`config.mk`:
```
export PLATFORM = sky130hd
export DESIGN_NAME = packet_sink_flat
export DESIGN_NICKNAME = d
export VERILOG_FILES = /design/src/rtl/packet_pkg.sv /design/src/rtl/packet_sink_if.sv /design/src/rtl/sync_fifo.sv /design/src/rtl/packet_sink.sv /design/src/flat_wrapper.sv
export SDC_FILE = /design/constraint.sdc
export NUM_CORES = 1
export LEC_CHECK = 0
export CAP_MARGIN = 20
export CORE_UTILIZATION = 45
export DETAILED_ROUTE_END_ITERATION = 6
export HOLD_SLACK_MARGIN = 0.05
export PLACE_DENSITY = 0.69
export SYNTH_ARGS = -nofsm -noshare
export SYNTH_HDL_FRONTEND = slang
export SYNTH_SLANG_ARGS = --single-unit
```
`constraint.sdc`:
```
create_clock -name CLK -period 3.8 [get_ports CLK]
set_input_delay 0.76 -clock CLK [delete_from_list [all_inputs] [get_ports CLK]]
set_output_delay 0.76 -clock CLK [all_outputs]
set_load 0.1 [all_outputs]
```
`src/rtl/packet_pkg.sv`:
```
// Shared packet transport definitions: packet layout, header tag, FIFO sizing
// and handshake state encoding.
package packet_pkg;

   localparam int unsigned PW     = 38;
   localparam int unsigned DEPTH  = 20;
   localparam int unsigned AW     = $clog2(DEPTH);

   localparam int unsigned HDR_W  = 3;
   localparam int unsigned GEN_W  = 8;
   localparam int unsigned DEST_W = 7;
   localparam int unsigned FLAG_W = 4;
   localparam int unsigned DATA_W = 16;

   localparam int unsigned HDR_LSB  = 35;
   localparam int unsigned GEN_LSB  = 27;
   localparam int unsigned DEST_LSB = 20;
   localparam int unsigned FLAG_LSB = 16;
   localparam int unsigned DATA_LSB = 0;

   localparam logic [HDR_W-1:0] HDR_OK = 3'b111;

   typedef struct packed {
      logic [HDR_W-1:0]  hdr;
      logic [GEN_W-1:0]  gen;
      logic [DEST_W-1:0] dest;
      logic [FLAG_W-1:0] flags;
      logic [DATA_W-1:0] data;
   } packet_t;

   typedef enum logic [1:0] {
      IDLE  = 2'd0,
      STALL = 2'd1,
      ACK   = 2'd2
   } state_t;

   // Circular pointer advance over DEPTH entries.
   function automatic logic [AW-1:0] ptr_inc(input logic [AW-1:0] p);
      return (p == AW'(DEPTH - 1)) ? '0 : p + AW'(1);
   endfunction

endpackage

```
`src/rtl/packet_sink_if.sv`:
```
// Sender handshake plus host pop port of the packet sink.
import packet_pkg::*;

interface packet_sink_if;
   logic    Send_in;
   packet_t PACKET_IN;
   logic    Ack_out;
   logic    rd_en;
   packet_t rd_data;
   logic    empty;

   modport master (
      output Send_in, PACKET_IN, rd_en,
      input  Ack_out, rd_data, empty
   );

   modport slave (
      input  Send_in, PACKET_IN, rd_en,
      output Ack_out, rd_data, empty
   );
endinterface

```
`src/rtl/sync_fifo.sv`:
```
// First-word-fall-through packet FIFO with occupancy count and flags.
import packet_pkg::*;

module sync_fifo (
   input  logic          CLK,
   input  logic          RST,
   input  logic          wr_en,
   input  packet_t       wr_data,
   input  logic          rd_en,
   output packet_t       rd_data,
   output logic          empty,
   output logic          full,
   output logic [AW:0]   count
);

   localparam int unsigned CW = AW + 1;

   packet_t         mem [DEPTH];
   logic [AW-1:0]   wr_ptr;
   logic [AW-1:0]   rd_ptr;
   logic [CW-1:0]   count_n;
   logic            do_wr;
   logic            do_rd;

   assign do_wr = wr_en & ~full;
   assign do_rd = rd_en & ~empty;

   always_comb begin
      count_n = count;
      case ({do_wr, do_rd})
         2'b10:   count_n = count + CW'(1);
         2'b01:   count_n = count - CW'(1);
         default: count_n = count;
      endcase
   end

   // Flags are registered alongside the count they derive from.
   always_ff @(posedge CLK or posedge RST) begin
      if (RST) begin
         wr_ptr <= '0;
         rd_ptr <= '0;
         count  <= '0;
         empty  <= 1'b1;
         full   <= 1'b0;
      end else begin
         if (do_wr) wr_ptr <= ptr_inc(wr_ptr);
         if (do_rd) rd_ptr <= ptr_inc(rd_ptr);
         count <= count_n;
         empty <= (count_n == '0);
         full  <= (count_n == CW'(DEPTH));
      end
   end

   always_ff @(posedge CLK) begin
      if (do_wr) mem[wr_ptr] <= wr_data;
   end

   assign rd_data = empty ? '0 : mem[rd_ptr];

endmodule

```
`src/rtl/packet_sink.sv`:
```
// Receive end of the packet transport: 4-phase capture into a FIFO with
// header screening and accept/drop bookkeeping.
import packet_pkg::*;

module packet_sink (
   input  logic          CLK,
   input  logic          RST,
   packet_sink_if.slave  bus,
   output logic          full,
   output logic [AW:0]   count,
   output logic          hdr_err,
   output logic [15:0]   pkt_total
);

   state_t state_q, state_n;
   logic   s1, s2, s3;
   logic   rise;
   logic   hdr_ok;
   logic   wr_en;
   logic   err_set;
   logic   ack_n;
   logic   ack_q;

   // Synchroniser resets high so a request held through reset looks stale.
   always_ff @(posedge CLK or posedge RST) begin
      if (RST) begin
         s1 <= 1'b1;
         s2 <= 1'b1;
         s3 <= 1'b1;
      end else begin
         s1 <= bus.Send_in;
         s2 <= s1;
         s3 <= s2;
      end
   end

   assign rise   = s2 & ~s3;
   assign hdr_ok = (bus.PACKET_IN.hdr == HDR_OK);

   always_ff @(posedge CLK or posedge RST) begin
      if (RST) begin
         state_q   <= IDLE;
         ack_q     <= 1'b0;
         hdr_err   <= 1'b0;
         pkt_total <= '0;
      end else begin
         state_q <= state_n;
         ack_q   <= ack_n;
         if (err_set) hdr_err   <= 1'b1;
         if (wr_en)   pkt_total <= pkt_total + 16'd1;
      end
   end

   // Bad headers are acknowledged and dropped; good ones wait for space.
   always_comb begin
      state_n = state_q;
      ack_n   = 1'b0;
      wr_en   = 1'b0;
      err_set = 1'b0;
      case (state_q)
         IDLE: begin
            if (rise) begin
               if (!hdr_ok) begin
                  err_set = 1'b1;
                  ack_n   = 1'b1;
                  state_n = ACK;
               end else if (!full) begin
                  wr_en   = 1'b1;
                  ack_n   = 1'b1;
                  state_n = ACK;
               end else begin
                  state_n = STALL;
               end
            end
         end
         STALL: begin
            if (!full) begin
               wr_en   = 1'b1;
               ack_n   = 1'b1;
               state_n = ACK;
            end
         end
         ACK: begin
            if (s2) begin
               ack_n = 1'b1;
            end else begin
               state_n = IDLE;
            end
         end
         default: state_n = IDLE;
      endcase
   end

   assign bus.Ack_out = ack_q;

   sync_fifo u_fifo (
      .CLK     (CLK),
      .RST     (RST),
      .wr_en   (wr_en),
      .wr_data (bus.PACKET_IN),
      .rd_en   (bus.rd_en),
      .rd_data (bus.rd_data),
      .empty   (bus.empty),
      .full    (full),
      .count   (count)
   );

endmodule

```
`src/flat_wrapper.sv`:
```
// flat-port wrapper written by rule: the top's interface ports become plain ports
module packet_sink_flat 
  (CLK, RST, full, count, hdr_err, pkt_total, bus_Send_in, bus_PACKET_IN, bus_rd_en, bus_Ack_out, bus_rd_data, bus_empty);
  packet_sink_if bus_i ();
  input  logic CLK;
  input  logic RST;
  output logic full;
  output logic [AW:0] count;
  output logic hdr_err;
  output logic [15:0] pkt_total;
  input wire logic [$bits(bus_i.Send_in)-1:0] bus_Send_in;
  input wire logic [$bits(bus_i.PACKET_IN)-1:0] bus_PACKET_IN;
  input wire logic [$bits(bus_i.rd_en)-1:0] bus_rd_en;
  output wire logic [$bits(bus_i.Ack_out)-1:0] bus_Ack_out;
  output wire logic [$bits(bus_i.rd_data)-1:0] bus_rd_data;
  output wire logic [$bits(bus_i.empty)-1:0] bus_empty;
  assign bus_i.Send_in = bus_Send_in;
  assign bus_i.PACKET_IN = bus_PACKET_IN;
  assign bus_i.rd_en = bus_rd_en;
  assign bus_Ack_out = bus_i.Ack_out;
  assign bus_rd_data = bus_i.rd_data;
  assign bus_empty = bus_i.empty;
  packet_sink u_core (.CLK(CLK), .RST(RST), .bus(bus_i), .full(full), .count(count), .hdr_err(hdr_err), .pkt_total(pkt_total));
endmodule
```
; Yosys cells after proc, flatten, opt, wreduce, memory -nomap -nowiden
; Memories as Yosys holds them, arrays and structs flattened.
; Cells that the tools add are included.
[word_totals]
ff_bits = 41
latchBits = 0
ram_bits = 760
rom_bits = 0
n_memories = 1
[memory_table]
columns = name, depth, word_bits, read_ports, rd_clocked_by_memory_dff, wr, line
row1 = u_core.u_fifo.mem, 20, 38, 1, 0, 1, sync_fifo.sv:18  ; packet_t mem [DEPTH];
[op_classes]
n_addsub = 5
multipliers = 0
n_div = 0
magnitude_cmp = 0
eq_ne = 11
shift = 0
mux = 23
bitwise_logic = 6
reduce_logical = 3
[ops]
columns = cell, count
row1 = $mux 38, 1
row2 = $add 16x1->16 const B, 1
row3 = $pmux 6 s2, 1
row4 = $mux 1, 11
row5 = $add 5x1->5 const B, 2
row6 = $eq 5x5->1 const B, 2
row7 = $mux 2, 5
row8 = $mux 5, 2
row9 = $add 6x1->6 const B, 1
row10 = $eq 6x5->1 const B, 1
row11 = $logic_not 6->1, 1
row12 = $pmux 2 s3, 1
row13 = $sub 6x1->6 const B, 1
row14 = $eq 2x1->1 const B, 2
row15 = $eq 2x2->1 const B, 2
row16 = $ne 2x2->1 const B, 2
row17 = $and 1x1->1, 3
row18 = $eq 3x3->1 const B, 1
row19 = $not 1->1, 3
row20 = $pmux 1 s3, 1
row21 = $reduce_and 3->1, 1
row22 = $logic_not 2->1, 1
row23 = $ne 2x1->1 const B, 1
row24 = $pmux 1 s2, 1

; Logic depth before layout (Yosys ltp)
; Gate-level depths: netlist of the first run.
[depth]
word_depth = 8
depth_mapped = 14
mapped_depth_nobuf = 12

; Hierarchy
; A second synthesis of the first run with hierarchy kept.
[hier_totals]
hier_cells = 1375
hier_area_um2 = 31226.2
[modules_own_cells]
columns = mod, instances, cells_per_inst, area_per_inst_um2
row1 = sync_fifo, 1, 1283, 30177.7
row2 = packet_sink, 1, 92, 1048.5

; Worst setup path before layout of the first run
; OpenSTA, ideal clock, no wires.
[synth_path]
path_type = register -> output
startpoint = reg u_core.u_fifo.rd_ptr[0]
endpoint = out bus_rd_data[15]
arrival_time_ns = 3.430
required_time_ns = 3.040
slack_ns = -0.390
path_stages_with_launch = 8
path_buffers = 3
cell_sequence = dfrtp_1 clkbuf_1 buf_6 buf_4 mux4_2 mux2_2 o22ai_1 nor3_1
[synth_via]
elab_chain_len = 2
[synth_rtl]
columns = element, line
row1 = from (decl), sync_fifo.sv:20  ; logic [AW-1:0] rd_ptr;
row2 = from (signal assigned), sync_fifo.sv:47  ; if (do_rd) rd_ptr <= ptr_inc(rd_ptr);
row3 = $mem_v2 20x38, --
row4 = $mux 38, sync_fifo.sv:58  ; assign rd_data = empty ? '0 : mem[rd_ptr];
row5 = to (decl), flat_wrapper.sv:15  ; output wire logic [$bits(bus_i.rd_data)-1:0] bus_rd_data;
; No other way between the ends.

; Worst setup path in the final report of the first run
[layout_path]
startpoint = reg u_core.u_fifo.rd_ptr[0]
endpoint = out bus_rd_data[33]
; The elaborated chain is that of the path after synthesis.

==> results of run 1 <==
cells in the final DEF (no fill, tap or decap), drive strengths merged, types with 14 or more instances in the layout:
cell type,n
mux4,190
o22ai,38
nand3,14
dfrtp,37
nor3,42
nor2,32
mux2,78
edfxtp,760
nand2,17
clkbuf,104
nor2b,45
inv,19
buf,129
xnor2,16
clkdlybuf4s50,66
clkinv,26
power groups by stage:
stage	Combinational (mW)	Clock, mW	Sequential, mW
floorplan	6.33	0	10.4
global placement	9.47	0	10.2
detailed placement	9.52	0	10.2
CTS	9.77	8.07	10.0
global route	10.3	8.40	10.0
finish	9.88	7.93	10.0
metal layers:
layer / wire length [um] / GRT usage / vias up
met4: 1350 / 0.0516 / 0
met5: 0 / 0 / -
met3: 3880 / 0.0297 / 101
li1: - / - / 6413
met2: 34000 / 0.321 / 527
met1: 29200 / 0.276 / 8096
sequential cells by signal, summed over array words and instances, names as in the netlist:
signal,flops
u_core.u_fifo.mem,760
u_core.pkt_total,16
u_core.u_fifo.count,6
u_core.u_fifo.rd_ptr,5
u_core.u_fifo.wr_ptr,5
u_core.state_q,2
u_core.bus.Ack_out,1
u_core.hdr_err,1
u_core.s1,1
u_core.s2,1
u_core.s3,1
u_core.u_fifo.empty,1
u_core.u_fifo.full,1
cell type report:
cell class,count,area share
Clock buffer,100,0.0560
Sequential cell,801,0.631
Multi-Input combinational cell,555,0.194
Inverter,15,0.00149
Clock inverter,46,0.0147
Timing Repair Buffer,199,0.0721
Tap cell,931,0.0308
final timing paths:
check,from,slack (ps),endpoint
max,u_core.u_fifo.rd_ptr[0]$_DFFE_PP0P_,70,bus_rd_data[33]
max reg2reg,u_core.s2$_DFF_PP1_,790,u_core.u_fifo.full$_DFF_PP0_
max in group asynchronous,RST,2820,u_core.u_fifo.empty$_DFF_PP1_
min reg2reg,u_core.s1$_DFF_PP1_,360,u_core.s2$_DFF_PP1_
min in group CLK,u_core.s1$_DFF_PP1_,360,u_core.s2$_DFF_PP1_
min,RST,320,u_core.pkt_total[15]$_DFFE_PP0N_
kinds of logic (layout without fill, tap and decap cells):
| kind of cell | after synthesis | count (layout) | synth area share |
|---|---|---|---|
| adder cells (fa/ha/maj) | 9 | 9 | 0.00360 |
| multiplexers | 272 | 272 | 0.166 |
| AND/OR/NAND/NOR | 182 | 182 | 0.0315 |
| XOR/XNOR | 24 | 24 | 0.00672 |
| AO/OA/AOI/OAI | 68 | 68 | 0.0135 |
| flip-flops | 801 | 801 | 0.763 |
| buffers and inverters | 96 | 360 | 0.0154 |
worst reg2reg max path, cell delays in order (launching register included):
cell and delay, ps:
dfstp_2 540, nor2b_1 220, a21oi_1 120, nor3_1 220, inv_1 110, ha_1 250
xor2_1 170, ha_1 230, a211oi_1 240, nor3_1 90, o21ai_0 210, xor2_1 240
and4bb_2 250
timing repair:
item / CTS / global route
cloned: 2 / 4
pin swaps: 0 / 0
gates resized for setup: 17 / 7
setup buffers: 2 / 22
setup endpoints to repair: 19 / 34
==> impl_metrics.tcl, run 1 <==
set metrics [dict create \
    status "finished, final reports clean" \
    yosys_warnings 0 \
    p_sw_frac 0.334 \
    drv_cap 0 \
    final_cells 2647 \
    synth-async-reset-ratio 0.0512 \
    dpl.cell_count 2472 \
    grt_overflow_total 0 \
    grt_pass1_wl_um 102000 \
    synth_top_area_cell "edfxtp_1" \
    worst_hold_slack_ps 322 \
    ys_seq_area_frac 0.763 \
    power_switching_mw 9.29 \
    crit_fanout 15 \
    yosys-top-cells-count "edfxtp_1, mux4_2, mux2_2" \
    cp_slowest_cell "dfrtp_4" \
    clockBufferDepth 3 \
    p_clk_frac 0.285 \
    path_depth 7 \
    ant_nets 0 \
    numCtsBuffers 81 \
    fillCellCount 5102 \
    layout-drive-gt1-share 0.347 \
    multi_input_area_sq_mm 0.00734 \
    p_int_mw 18.6 \
    synth_edf_count 760 \
    place_area_sq_mm 0.0347 \
    irDropWorstVdd_mv 0.601 \
    port_buffers 105 \
    path_buf_inv 3 \
    synthToLayoutAreaGrowth_pct 21.0 \
    cpLargestDelayFamily "multiplexers" \
    cts_tree "yes" \
    fin_crit_sh 0.980 \
    startpoint_type "flip-flop" \
    fp.dieH_um 266 \
    hold_viol_final 0 \
    fin_util 0.551 \
    clk_latency_ps 630 \
    path_cells "buf_16, buf_6, mux4_2, mux2_2, o22ai_2, nor3_2, buf_12" \
    antenna_found_initial 0 \
    initial_core_util 0.455 \
    hold_buffers 0 \
    critical_path_arrival_ps 2970 \
    vias 15100 \
    num_rows 96 \
    yosys.area.top_type_share 0.730 \
    wirelength_um 68400 \
    yosysMostFrequentCell "edfxtp_1" \
    htree_levels 3 \
    ys_types 49 \
    p_comb_frac 0.355 \
    gp_congestion 0.733 \
    cts.clk_slew.worst_paths_ps 60 \
    setup_slack_ps 74.1 \
    reg2reg_depth 12 \
    dieArea_sq_mm 0.0705 \
    setup_tns_ps 0 \
    fmax_mhz 268 \
    root_buffer "clkbuf_16" \
    first_pass_iters 7 \
    max_stage_delay_ps 550 \
    via_per_inst 5.72 \
    power_density_mw_per_mm2 736 \
    num_antenna_cells 0 \
    dpl.hpwl_um 35100 \
    p_seq_frac 0.360 \
    finalCriticalPeriod_ps 3730 \
    syn_inst 1452 \
    worstPathRequired_ps 3040 \
    routedWlPerCell_um 25.9 \
    cellLeakagePower_nw 12.1 \
    design_area_sq_mm 0.0378 \
    clock_skew_ps 39.5 \
    drc 0 \
    worst_pin_slew_ps 1000 \
    coreArea_sq_mm 0.0687 \
    mappedNetlistArea_sq_mm 0.0313 \
    hp-class "primary input to async pin" \
    drt_iter0_drc 1327 \
    setup.worst_path.end_class "output port" \
    preCtsSetupSlack_ps 179 \
    finalSetupViolations 0 \
    synth_area_per_cell_sq_um 21.5 \
    report.final.slew_viol_count 0 \
    layout.nets 1704 \
    grt_usage 0.196 \
    synthFlopType "edfxtp_1" \
    relSlewSlack 0.330 \
    grt_pass1_vias 15900 \
    clkSinkCount 801 \
    criticalPathCategory "flip-flop to output port" \
    grt_start_max_net_pins 80 \
    synth_nets 1503 \
    ios 106 \
    regArea_sq_mm 0.0239 \
    synth_area_leaders "edfxtp_1, mux4_2, dfrtp_1" \
    synth_seq_cells 801 \
    power.total_mw 27.9 \
    die_w_um 266 \
]
(Power assumes the default switching activity.)
==> inputs of run 2 (changes only) <==
Settings changed: PLACE_DENSITY 0.69 to unset.
==> impl_metrics.tcl, run 2 (synthesis gave the netlist of run 1 again) <==
set metrics [dict create \
    status "finished, final reports clean" \
    hp-class "flip-flop to flip-flop" \
    startpoint_type "flip-flop" \
    largest_reg_flops 760 \
    setup.worst_path.end_class "output port" \
    grt_pass1_wl_um 101000 \
    grt_overflow_total 0 \
    final_common_cell "edfxtp_1" \
    die_w_um 266 \
    worstPathRequired_ps 3040 \
    port_buffers 105 \
    final_cell_mix "edfxtp_1, mux4_2, clkbuf_16, mux2_2, clkdlybuf4s50_1" \
    p_int_mw 18.5 \
    worst_pin_slew_ps 985 \
    p_clk_frac 0.291 \
    crit_fanout 11 \
    fmax_mhz 272 \
    clkSinkCount 801 \
    cts.clk_slew.worst_paths_ps 60 \
    fin_util 0.545 \
    finalSetupViolations 0 \
    numCtsBuffers 84 \
    initial_core_util 0.455 \
    hold_viol_final 0 \
    routedWlPerCell_um 25.9 \
    layout.nets 1689 \
    coreArea_sq_mm 0.0687 \
    root_buffer "clkbuf_16" \
    p_seq_frac 0.364 \
    irDropWorstVdd_mv 0.669 \
    htree_levels 3 \
    report.final.slew_viol_count 0 \
    gp_congestion 0.783 \
    dieArea_sq_mm 0.0705 \
    layout-drive-gt1-share 0.335 \
    cp_common_cell "buf_12" \
    grt_pass1_vias 15800 \
    grt_usage 0.198 \
    critical_path_arrival_ps 2910 \
    finalCriticalPeriod_ps 3670 \
    wirelength_um 68200 \
    fp.dieH_um 266 \
    antenna_found_initial 2 \
    drt_iter0_drc 1085 \
    clk_latency_ps 620 \
    first_pass_iters 5 \
    synthToLayoutAreaGrowth_pct 19.7 \
    power_switching_mw 9.11 \
    via_per_inst 5.66 \
    max_stage_delay_ps 540 \
    clockBufferDepth 3 \
    grt_start_max_net_pins 72 \
    fin_crit_sh 0.966 \
    clock_skew_ps 17.9 \
    vias 14900 \
    rsz0062_at_grt "false" \
    power_density_mw_per_mm2 738 \
    reg_top3 "u_core.u_fifo.mem x760, u_core.pkt_total x16, u_core.u_fifo.count x6" \
    num_rows 96 \
    drv_cap 0 \
    relSlewSlack 0.341 \
    setup_tns_ps 0 \
    ant_nets 0 \
    drc 0 \
    p_sw_frac 0.330 \
    cellLeakagePower_nw 12.0 \
    dpl.hpwl_um 36200 \
    criticalPathCategory "flip-flop to output port" \
    p_comb_frac 0.345 \
    largest_register "u_core.u_fifo.mem" \
    path_cells "buf_12, buf_4, mux4_2, mux2_2, o22ai_1, nor3_2, buf_12" \
    cp_slowest_cell "mux4_2" \
    cts_tree "yes" \
    ios 106 \
]
## run 2: path summary, 6_finish.rpt
kind                                                startpoint                                   to  slack, ps  cells past startpoint
max                        u_core.u_fifo.rd_ptr[0]$_DFFE_PP0P_                      bus_rd_data[35]        130                      7
min                                        u_core.s1$_DFF_PP1_                  u_core.s2$_DFF_PP1_        360                      0
max reg2reg                                u_core.s2$_DFF_PP1_         u_core.u_fifo.full$_DFF_PP0_        880                     12
min reg2reg                                u_core.s1$_DFF_PP1_                  u_core.s2$_DFF_PP1_        360                      0
max in group asynchronous                                  RST  u_core.u_fifo.rd_ptr[3]$_DFFE_PP0P_       2640                      3
min in group asynchronous                                  RST     u_core.u_fifo.count[5]$_DFF_PP0_        530                      2
## run 2: cell type report
cell class	instances	area, sq um
multi-input combinational	555	7290
clock inverter	45	410
sequential	801	23900
inverter	15	56.3
clock buffer	107	2290
timing repair buffer	181	2340
fill	5246	31300
tap	931	1160
antenna	1	2.50
## run 2: metal layers
metal | wire, um | global-route usage | vias up
li1 | - | - | 6385
met1 | 30000 | 0.281 | 8042
met2 | 33300 | 0.318 | 404
met3 | 3670 | 0.0331 | 91
met4 | 1110 | 0.0534 | 4
met5 | 23 | 0 | -
## run 2: critical path, delay by kind of cell, from the launching register on
family | cells | cell delay (ps)
muxes | 2 | 820
buffers and inverters | 3 | 660
DFF | 1 | 430
AOI/OAI and AO/OA | 1 | 230
and+or+nand+nor | 1 | 130
## run 2: power groups by stage
stage	Sequential, mW	Combinational (mW)	Clock (mW)
after global routing	10.1	9.98	8.54
after CTS	10.0	9.62	8.22
after global placement	10.2	9.46	0
after detailed placement	10.2	9.50	0
after floorplan	10.4	6.33	0
final	10.0	9.52	8.04
## run 2: what timing repair did
item | 4_1_cts | 5_1_grt
cloned | 1 | 0
gates resized for setup | 5 | 5
setup buffers | 1 | 0
setup endpoints to repair | 13 | 4
hold buffers | 0 | 0
## run 2: metrics by stage
| stage | instances | worst slack, ps | power, mW | instance area [sq um] | hold slack, ps |
|---|---|---|---|---|---|
| floorplan | 1452 | 37.9 | 16.7 | 31500 | 345 |
| global placement | 2480 | 234 | 19.7 | 34600 | 347 |
| detailed placement | 2481 | 213 | 19.7 | 34600 | 348 |
| CTS | 2635 | 35.2 | 27.9 | 37400 | 356 |
| global route | 2635 | 1.83 | 28.6 | 37400 | 363 |
| finish | 2636 | 128 | 27.6 | 37400 | 356 |
